$ cat src/rtl/mips_main_control_fsm_pkg.sv
// Shared encodings for the multi-cycle MIPS main control unit.
// The fetch unit and the ALU control decode the same PC_SEL, ALUSrcB and ALUOp values.
package mips_main_control_fsm_pkg;

    localparam logic [5:0] OP_RTYPE = 6'h00;
    localparam logic [5:0] OP_J     = 6'h02;
    localparam logic [5:0] OP_BEQ   = 6'h04;
    localparam logic [5:0] OP_ADDI  = 6'h08;
    localparam logic [5:0] OP_LW    = 6'h23;
    localparam logic [5:0] OP_SW    = 6'h2B;

    localparam logic [5:0] FN_JR    = 6'h08;
    localparam logic [5:0] FN_ADD   = 6'h20;
    localparam logic [5:0] FN_SUB   = 6'h22;

    typedef enum logic [3:0] {
        S_IDLE      = 4'd0,
        S_FETCH     = 4'd1,
        S_DECODE    = 4'd2,
        S_MEM_ADDR  = 4'd3,
        S_MEM_READ  = 4'd4,
        S_MEM_WB    = 4'd5,
        S_MEM_WRITE = 4'd6,
        S_EXECUTE   = 4'd7,
        S_ALU_WB    = 4'd8,
        S_BRANCH    = 4'd9,
        S_JUMP      = 4'd10,
        S_JR        = 4'd11,
        S_ADDI_EXEC = 4'd12,
        S_ADDI_WB   = 4'd13,
        S_EXCEPTION = 4'd14
    } state_t;

    typedef enum logic [2:0] {
        PCSEL_ALU_OUT = 3'd0,
        PCSEL_ALU_REG = 3'd1,
        PCSEL_JUMP    = 3'd2,
        PCSEL_REG1    = 3'd3,
        PCSEL_VECTOR  = 3'd4
    } pc_sel_t;

    typedef enum logic [1:0] {
        SRCB_REG_B   = 2'd0,
        SRCB_FOUR    = 2'd1,
        SRCB_IMM     = 2'd2,
        SRCB_IMM_SH2 = 2'd3
    } alu_src_b_t;

    typedef enum logic [1:0] {
        ALUOP_ADD   = 2'd0,
        ALUOP_SUB   = 2'd1,
        ALUOP_FUNCT = 2'd2
    } alu_op_t;

    typedef struct packed {
        logic       pc_load;
        logic       iord;
        logic       ir_en;
        logic       epc_en;
        pc_sel_t    pc_sel;
        logic       mem_we;
        logic       reg_we;
        logic       reg_dst;
        logic       mem_to_reg;
        logic       alu_src_a;
        alu_src_b_t alu_src_b;
        alu_op_t    alu_op;
    } ctrl_t;

    localparam ctrl_t CTRL_IDLE = '0;

    // Only signed add/sub trap on overflow; addu/subu and logic ops never do.
    function automatic logic is_trapping_funct(input logic [5:0] fn);
        return (fn == FN_ADD) || (fn == FN_SUB);
    endfunction

endpackage

$ cat src/rtl/mips_ctrl_output_decode.sv
// Moore output map from control state to the datapath strobe bundle.
// Zero is the single Mealy input, gating the PC update while branching.
module mips_ctrl_output_decode
    import mips_main_control_fsm_pkg::*;
(
    input  state_t state,
    input  logic   zero,
    output ctrl_t  ctrl
);

    always_comb begin
        ctrl = CTRL_IDLE;
        case (state)
            S_FETCH: begin
                ctrl.ir_en     = 1'b1;
                ctrl.pc_load   = 1'b1;
                ctrl.pc_sel    = PCSEL_ALU_OUT;
                ctrl.alu_src_b = SRCB_FOUR;
                ctrl.alu_op    = ALUOP_ADD;
            end
            S_DECODE: begin
                ctrl.alu_src_b = SRCB_IMM_SH2;
                ctrl.alu_op    = ALUOP_ADD;
            end
            S_MEM_ADDR: begin
                ctrl.alu_src_a = 1'b1;
                ctrl.alu_src_b = SRCB_IMM;
                ctrl.alu_op    = ALUOP_ADD;
            end
            S_MEM_READ: begin
                ctrl.iord = 1'b1;
            end
            S_MEM_WB: begin
                ctrl.reg_we     = 1'b1;
                ctrl.mem_to_reg = 1'b1;
            end
            S_MEM_WRITE: begin
                ctrl.iord   = 1'b1;
                ctrl.mem_we = 1'b1;
            end
            S_EXECUTE: begin
                ctrl.alu_src_a = 1'b1;
                ctrl.alu_src_b = SRCB_REG_B;
                ctrl.alu_op    = ALUOP_FUNCT;
            end
            S_ALU_WB: begin
                ctrl.reg_we  = 1'b1;
                ctrl.reg_dst = 1'b1;
            end
            S_BRANCH: begin
                ctrl.alu_src_a = 1'b1;
                ctrl.alu_src_b = SRCB_REG_B;
                ctrl.alu_op    = ALUOP_SUB;
                ctrl.pc_sel    = PCSEL_ALU_REG;
                ctrl.pc_load   = zero;
            end
            S_JUMP: begin
                ctrl.pc_sel  = PCSEL_JUMP;
                ctrl.pc_load = 1'b1;
            end
            S_JR: begin
                ctrl.pc_sel  = PCSEL_REG1;
                ctrl.pc_load = 1'b1;
            end
            S_ADDI_EXEC: begin
                ctrl.alu_src_a = 1'b1;
                ctrl.alu_src_b = SRCB_IMM;
                ctrl.alu_op    = ALUOP_ADD;
            end
            S_ADDI_WB: begin
                ctrl.reg_we = 1'b1;
            end
            // PC already holds fault address + 4 from FETCH, so EPC latches that.
            S_EXCEPTION: begin
                ctrl.epc_en  = 1'b1;
                ctrl.pc_sel  = PCSEL_VECTOR;
                ctrl.pc_load = 1'b1;
            end
            default: ctrl = CTRL_IDLE;
        endcase
    end

endmodule

$ cat src/rtl/mips_main_control_fsm.sv
// Multi-cycle MIPS main control: state register and next-state decode.
// Outputs come from mips_ctrl_output_decode so they follow the state directly.
//
// state       | meaning
// IDLE        | reset / parked, all strobes low
// FETCH       | IR <= mem[PC], PC <= PC + 4
// DECODE      | read regs, branch target into ALU_REG_OUT
// MEM_ADDR    | base + imm for lw/sw
// MEM_READ    | mem[ALU_OUT] into MDR
// MEM_WB      | rt <= MDR
// MEM_WRITE   | mem[ALU_OUT] <= B
// EXECUTE     | R-type ALU op
// ALU_WB      | rd <= ALU result
// BRANCH      | beq compare, PC <= target if Zero
// JUMP        | PC <= jump concat
// JR          | PC <= rs
// ADDI_EXEC   | A + sign-ext imm
// ADDI_WB     | rt <= ALU result
// EXCEPTION   | EPC <= PC, PC <= vector
module mips_main_control_fsm
    import mips_main_control_fsm_pkg::*;
#(
    parameter int OPCODE_WIDTH = 6,
    parameter int FUNCT_WIDTH  = 6,
    parameter int STATE_WIDTH  = 4
) (
    input  logic                    CLK,
    input  logic                    RST,
    input  logic [OPCODE_WIDTH-1:0] Opcode,
    input  logic [FUNCT_WIDTH-1:0]  Funct,
    input  logic                    Zero,
    input  logic                    Overflow,
    output logic                    PC_LOAD,
    output logic                    IorD,
    output logic                    IR_EN,
    output logic                    EPC_EN,
    output logic [2:0]              PC_SEL,
    output logic                    MEM_WE,
    output logic                    REG_WE,
    output logic                    RegDst,
    output logic                    MemtoReg,
    output logic                    ALUSrcA,
    output logic [1:0]              ALUSrcB,
    output logic [1:0]              ALUOp,
    output logic [STATE_WIDTH-1:0]  STATE
);

    state_t state_q;
    state_t state_d;
    ctrl_t  ctrl;

    logic [5:0] funct6;
    assign funct6 = 6'(Funct);

    always_ff @(posedge CLK or posedge RST) begin
        if (RST) begin
            state_q <= S_IDLE;
        end else begin
            state_q <= state_d;
        end
    end

    always_comb begin
        state_d = S_FETCH;
        case (state_q)
            S_IDLE:   state_d = S_FETCH;
            S_FETCH:  state_d = S_DECODE;
            S_DECODE: begin
                if (Opcode == OPCODE_WIDTH'(OP_LW) || Opcode == OPCODE_WIDTH'(OP_SW)) begin
                    state_d = S_MEM_ADDR;
                end else if (Opcode == OPCODE_WIDTH'(OP_RTYPE)) begin
                    state_d = (funct6 == FN_JR) ? S_JR : S_EXECUTE;
                end else if (Opcode == OPCODE_WIDTH'(OP_BEQ)) begin
                    state_d = S_BRANCH;
                end else if (Opcode == OPCODE_WIDTH'(OP_J)) begin
                    state_d = S_JUMP;
                end else if (Opcode == OPCODE_WIDTH'(OP_ADDI)) begin
                    state_d = S_ADDI_EXEC;
                end else begin
                    state_d = S_EXCEPTION;
                end
            end
            // Only lw and sw reach MEM_ADDR, so anything but lw is a store.
            S_MEM_ADDR: state_d = (Opcode == OPCODE_WIDTH'(OP_LW)) ? S_MEM_READ : S_MEM_WRITE;
            S_MEM_READ: state_d = S_MEM_WB;
            S_EXECUTE: begin
                if (Overflow && is_trapping_funct(funct6)) begin
                    state_d = S_EXCEPTION;
                end else begin
                    state_d = S_ALU_WB;
                end
            end
            S_ADDI_EXEC: state_d = Overflow ? S_EXCEPTION : S_ADDI_WB;
            S_MEM_WB, S_MEM_WRITE, S_ALU_WB, S_BRANCH,
            S_JUMP, S_JR, S_ADDI_WB, S_EXCEPTION: state_d = S_FETCH;
            default: state_d = S_FETCH;
        endcase
    end

    mips_ctrl_output_decode u_output_decode (
        .state (state_q),
        .zero  (Zero),
        .ctrl  (ctrl)
    );

    assign PC_LOAD  = ctrl.pc_load;
    assign IorD     = ctrl.iord;
    assign IR_EN    = ctrl.ir_en;
    assign EPC_EN   = ctrl.epc_en;
    assign PC_SEL   = ctrl.pc_sel;
    assign MEM_WE   = ctrl.mem_we;
    assign REG_WE   = ctrl.reg_we;
    assign RegDst   = ctrl.reg_dst;
    assign MemtoReg = ctrl.mem_to_reg;
    assign ALUSrcA  = ctrl.alu_src_a;
    assign ALUSrcB  = ctrl.alu_src_b;
    assign ALUOp    = ctrl.alu_op;
    assign STATE    = STATE_WIDTH'(state_q);

endmodule

$ cat config.mk
export PLATFORM = sky130hd
export DESIGN_NAME = mips_main_control_fsm
export DESIGN_NICKNAME = d
export VERILOG_FILES = /design/src/rtl/mips_main_control_fsm_pkg.sv /design/src/rtl/mips_ctrl_output_decode.sv /design/src/rtl/mips_main_control_fsm.sv
export SDC_FILE = /design/constraint.sdc
export NUM_CORES = 1
export LEC_CHECK = 0
export ABC_AREA = 1
export CAP_MARGIN = 25
export CORE_UTILIZATION = 36
export CTS_CLUSTER_SIZE = 8
export DETAILED_ROUTE_END_ITERATION = 12
export GPL_TIMING_DRIVEN = 0
export PLACE_DENSITY = 0.85
export SLEW_MARGIN = 5
export SYNTH_ARGS = -nofsm -noshare
export SYNTH_HDL_FRONTEND = slang
export SYNTH_HIERARCHICAL = 1
export SYNTH_SLANG_ARGS = --single-unit
$ cat constraint.sdc
create_clock -name CLK -period 1.4 [get_ports CLK]
set_input_delay 0.14 -clock CLK [delete_from_list [all_inputs] [get_ports CLK]]
set_output_delay 0.14 -clock CLK [all_outputs]
set_load 0.05 [all_outputs]
==> summary.md <==
| Metric | Value |
|---|---|
| Wire length per cell | `13.32 um` |
| Top FF cell, synth | `dfrtp_1` |
| Worst setup margin | `-0.1700 ns` |
| Hold Vio Cnt, Final | `0` |
| Fmax | `0.6369 GHz` |
| Total CTS buffers | `3` |
| Largest net degree at the start of global routing | `8` |
| Final antenna diode count | `0` |
| Pre-CTS setup slack | `-0.5625 ns` |
| Failing checks | `negative setup slack` |
| Input/output buffers | `35` |
| Final cell count without fillers | `189` |
| Layout area overhead | `118.7%` |
| GP Congestion | `0.9059` |
| Crit path launch | `STATE[2]$_DFF_PP0_` |
| First-pass GRT wire length | `3422 um` |
| Slew Viols, Final | `0` |
| Final setup TNS | `-1.303 ns` |
| Worst r2r dst | `STATE[3]$_DFF_PP0_` |
| Multi-input gate area | `561.8 sq um` |
| Worst slew pin tran | `0.5079 ns` |
| Clk Latency, worst-skew pair | `0.23 ns` |
| Die area | `1817 sq um` |
| DIE WIDTH | `42.63 um` |
| Initial Utilization | `0.3900` |
| Clock transition at path regs | `0.04 ns` |
| Yosys cell types | `16` |
| Placed Cells | `170` |
| Fraction of layout cells with a size suffix above 1 | `0.5318` |
| CTS tree | `built` |
| Worst reg2reg path depth | `9` |
| Setup crit start kind | `register` |
| Max-Cap Viols | `0` |
| R2r setup slk | `-0.14 ns` |
| Synthesized area | `594.3 sq um` |
| Register area | `107.6 sq um` |
| Minimum clock period | `1.570 ns` |
| Top-area cell type share of the netlist area | `0.2337` |
| I/O Pins | `36` |
| Final setup violation count | `13` |
| Syn. warnings | `6` |
| # DRC | `0` |
| Cts hold-fix bufs | `0` |
| Cells after synthesis | `119` |
| Outcome | `complete, but fails checks` |
| Antenna violations before repair | `0` |
| Crit Path Class | `register to output pin` |
| Sink Count | `4` |
| Leak | `0.6954 nW` |
| Final WL | `2517 um` |
| CP Capture Point | `ALUSrcB[1]` |
| Vias per cell | `5.238` |
| Post-synth EDFFs | `0` |
| CP cell instances | `nor2_2 > nand3_2 > nand2_2 > buf_4` |
| Initial DRC count | `21` |
| DRT Pass-1 Iters | `6` |
| Met3 Routed Length | `134 um` |
| Fin nets | `191` |
| Vias in the first global route | `867` |
| Gr ovfl total | `0` |
| Min-Delay Path Class | `input port to asynchronous set/reset pin` |
| Rel. slew slack | `0.6627` |
| Final Util | `0.8530` |
| WP data required | `1.26 ns` |
| Leading post-synthesis cells by cell area | `nand2_1 23%, nor2_1 18%, dfrtp_1 17%, inv_1 14%, nand3_1 10%` |
| DRT antenna net count | `0` |
| Pwr dens | `2446 nW/um^2` |
| Syn Area/Cell | `4.994 sq um` |
| VDD IR max | `0.001219 V` |
| CP max stage delay | `0.51 ns` |
| Final Power | `3.180 mW` |
| CP Max Fanout | `6` |
| Cell taking the most area after synthesis | `nand2_1` |
| Die Y | `42.63 um` |
| Worst setup EP type | `output pin` |
| Sequential area share after synthesis | `0.1684` |
| CTS H-tree lvls | `1` |
| Yosys reg bits | `4` |
| Vias | `990` |
| Slowest stage cell, crit path | `dfrtp_4` |
| Count leader, synth | `nand2_1` |
| Core footprint | `1524 sq um` |
| Post-DP HPWL | `1456 um` |
| GR Util All Layers | `0.2431` |
| Root Driver | `clkbuf_4` |
| Met2 routed WL | `1377 um` |
| Fillcell total | `96` |
| RSZ-0062 raised after global routing | `true` |
| Largest register FFs | `4` |
| Worst clock skew | `0.001521 ns` |
| # rows | `14` |
| Fraction of registers with async set/reset | `1.000` |
| Reg2reg start | `STATE[2]$_DFF_PP0_` |
| Final Cycle Share | `1.121` |
| CP Data Arrival Time | `1.43 ns` |
| DRT met1 WL | `924 um` |
| Synth Net Count | `135` |
| Top sig layer | `met4` |
| Clk buf depth | `2` |
| Post-synth top cells | `37 x nand2_1, 29 x nor2_1, 22 x inv_1, 12 x nand3_1, 4 x dfrtp_1` |
[layer usage]
layer  track usage  up-vias
met1        0.2427      455
li1              -      466
met5             0        -
met4        0.1250        0
met2        0.4879       59
met3      0.008621       10
[cell families after synthesis]
kind of cell | count (synthesis) | share of synthesized area
flip-flops | 4 | 0.1684
AND/OR/NAND/NOR | 87 | 0.6358
AO/OA/AOI/OAI | 4 | 0.03789
buffers and inverters | 24 | 0.1579
[through the flow]
stage / hold slack [ns] / area [sq um]
6_report: 0.09833 / 1300
3_5_place_dp: 0.3319 / 1044
4_1_cts: 0.08623 / 1157
5_1_grt: 0.1184 / 1300
2_1_floorplan: -0.09408 / 673.1
3_3_place_gp: 0.3289 / 1044
[cell usage in the layout (no fill, tap or decap)]
cell type / netlist / final
clkinvlp_4: 0 / 1
dlygate4sd2_1: 0 / 2
nor2_1: 29 / 16
nand3b_1: 1 / 1
nand3_1: 12 / 9
nor2_4: 2 / 10
nand2_1: 37 / 22
or2_1: 1 / 1
nand2_4: 0 / 5
nor2_2: 2 / 7
o21ai_2: 0 / 3
clkdlybuf4s15_2: 0 / 2
nand2_2: 1 / 11
inv_2: 1 / 9
buf_6: 0 / 8
clkbuf_4: 0 / 3
buf_8: 0 / 4
buf_4: 1 / 21
clkdlybuf4s50_1: 0 / 15
and2_4: 1 / 1
nand3_2: 0 / 3
dfrtp_4: 0 / 1
inv_1: 22 / 13
dfrtp_2: 0 / 3
o21a_1: 1 / 1
nand4_1: 1 / 1
[cell type report]
| class | count | share of cell area |
|---|---|---|
| multi-input combinational | 91 | 0.4321 |
| timing repair buffer | 52 | 0.3831 |
| sequential | 4 | 0.08277 |
| inverter | 23 | 0.06930 |
| clock buffer | 3 | 0.01732 |
| tap | 16 | 0.01540 |
[worst min-delay path by stage]
stage | depth (start not counted) | slack (ns) | to | start
2_1_floorplan | 1 | -0.09 | STATE[2]$_DFF_PP0_ | RST
3_3_place_gp | 2 | 0.33 | STATE[2]$_DFF_PP0_ | RST
3_5_place_dp | 2 | 0.33 | STATE[2]$_DFF_PP0_ | RST
4_1_cts | 2 | 0.09 | STATE[1]$_DFF_PP0_ | RST
5_1_grt | 2 | 0.12 | STATE[2]$_DFF_PP0_ | RST
6_report | 2 | 0.1 | STATE[0]$_DFF_PP0_ | RST
[worst max-delay path: cells and delay by family, from the launching register on]
| kind | cells | cell delay [ns] |
|---|---|---|
| AND/OR/NAND/NOR | 3 | 0.49 |
| flip-flops | 1 | 0.51 |
| buffers and inverters | 1 | 0.19 |
[repair_timing]
action | CTS | global route
buffers inserted | 9 | 8
pin swaps | 2 | 11
setup endpoints to repair | 20 | 20
gates resized for setup | 123 | 37
[report_power, final]
| group | internal [mW] | total [mW] | switching [mW] | leakage (nW) |
|---|---|---|---|---|
| clock network | 0.0957 | 0.141 | 0.0448 | 0.0138 |
| registers | 0.187 | 0.294 | 0.107 | 0.0447 |
| logic | 0.965 | 2.75 | 1.78 | 0.637 |
Note: power is estimated with default switching activity, not from simulation.
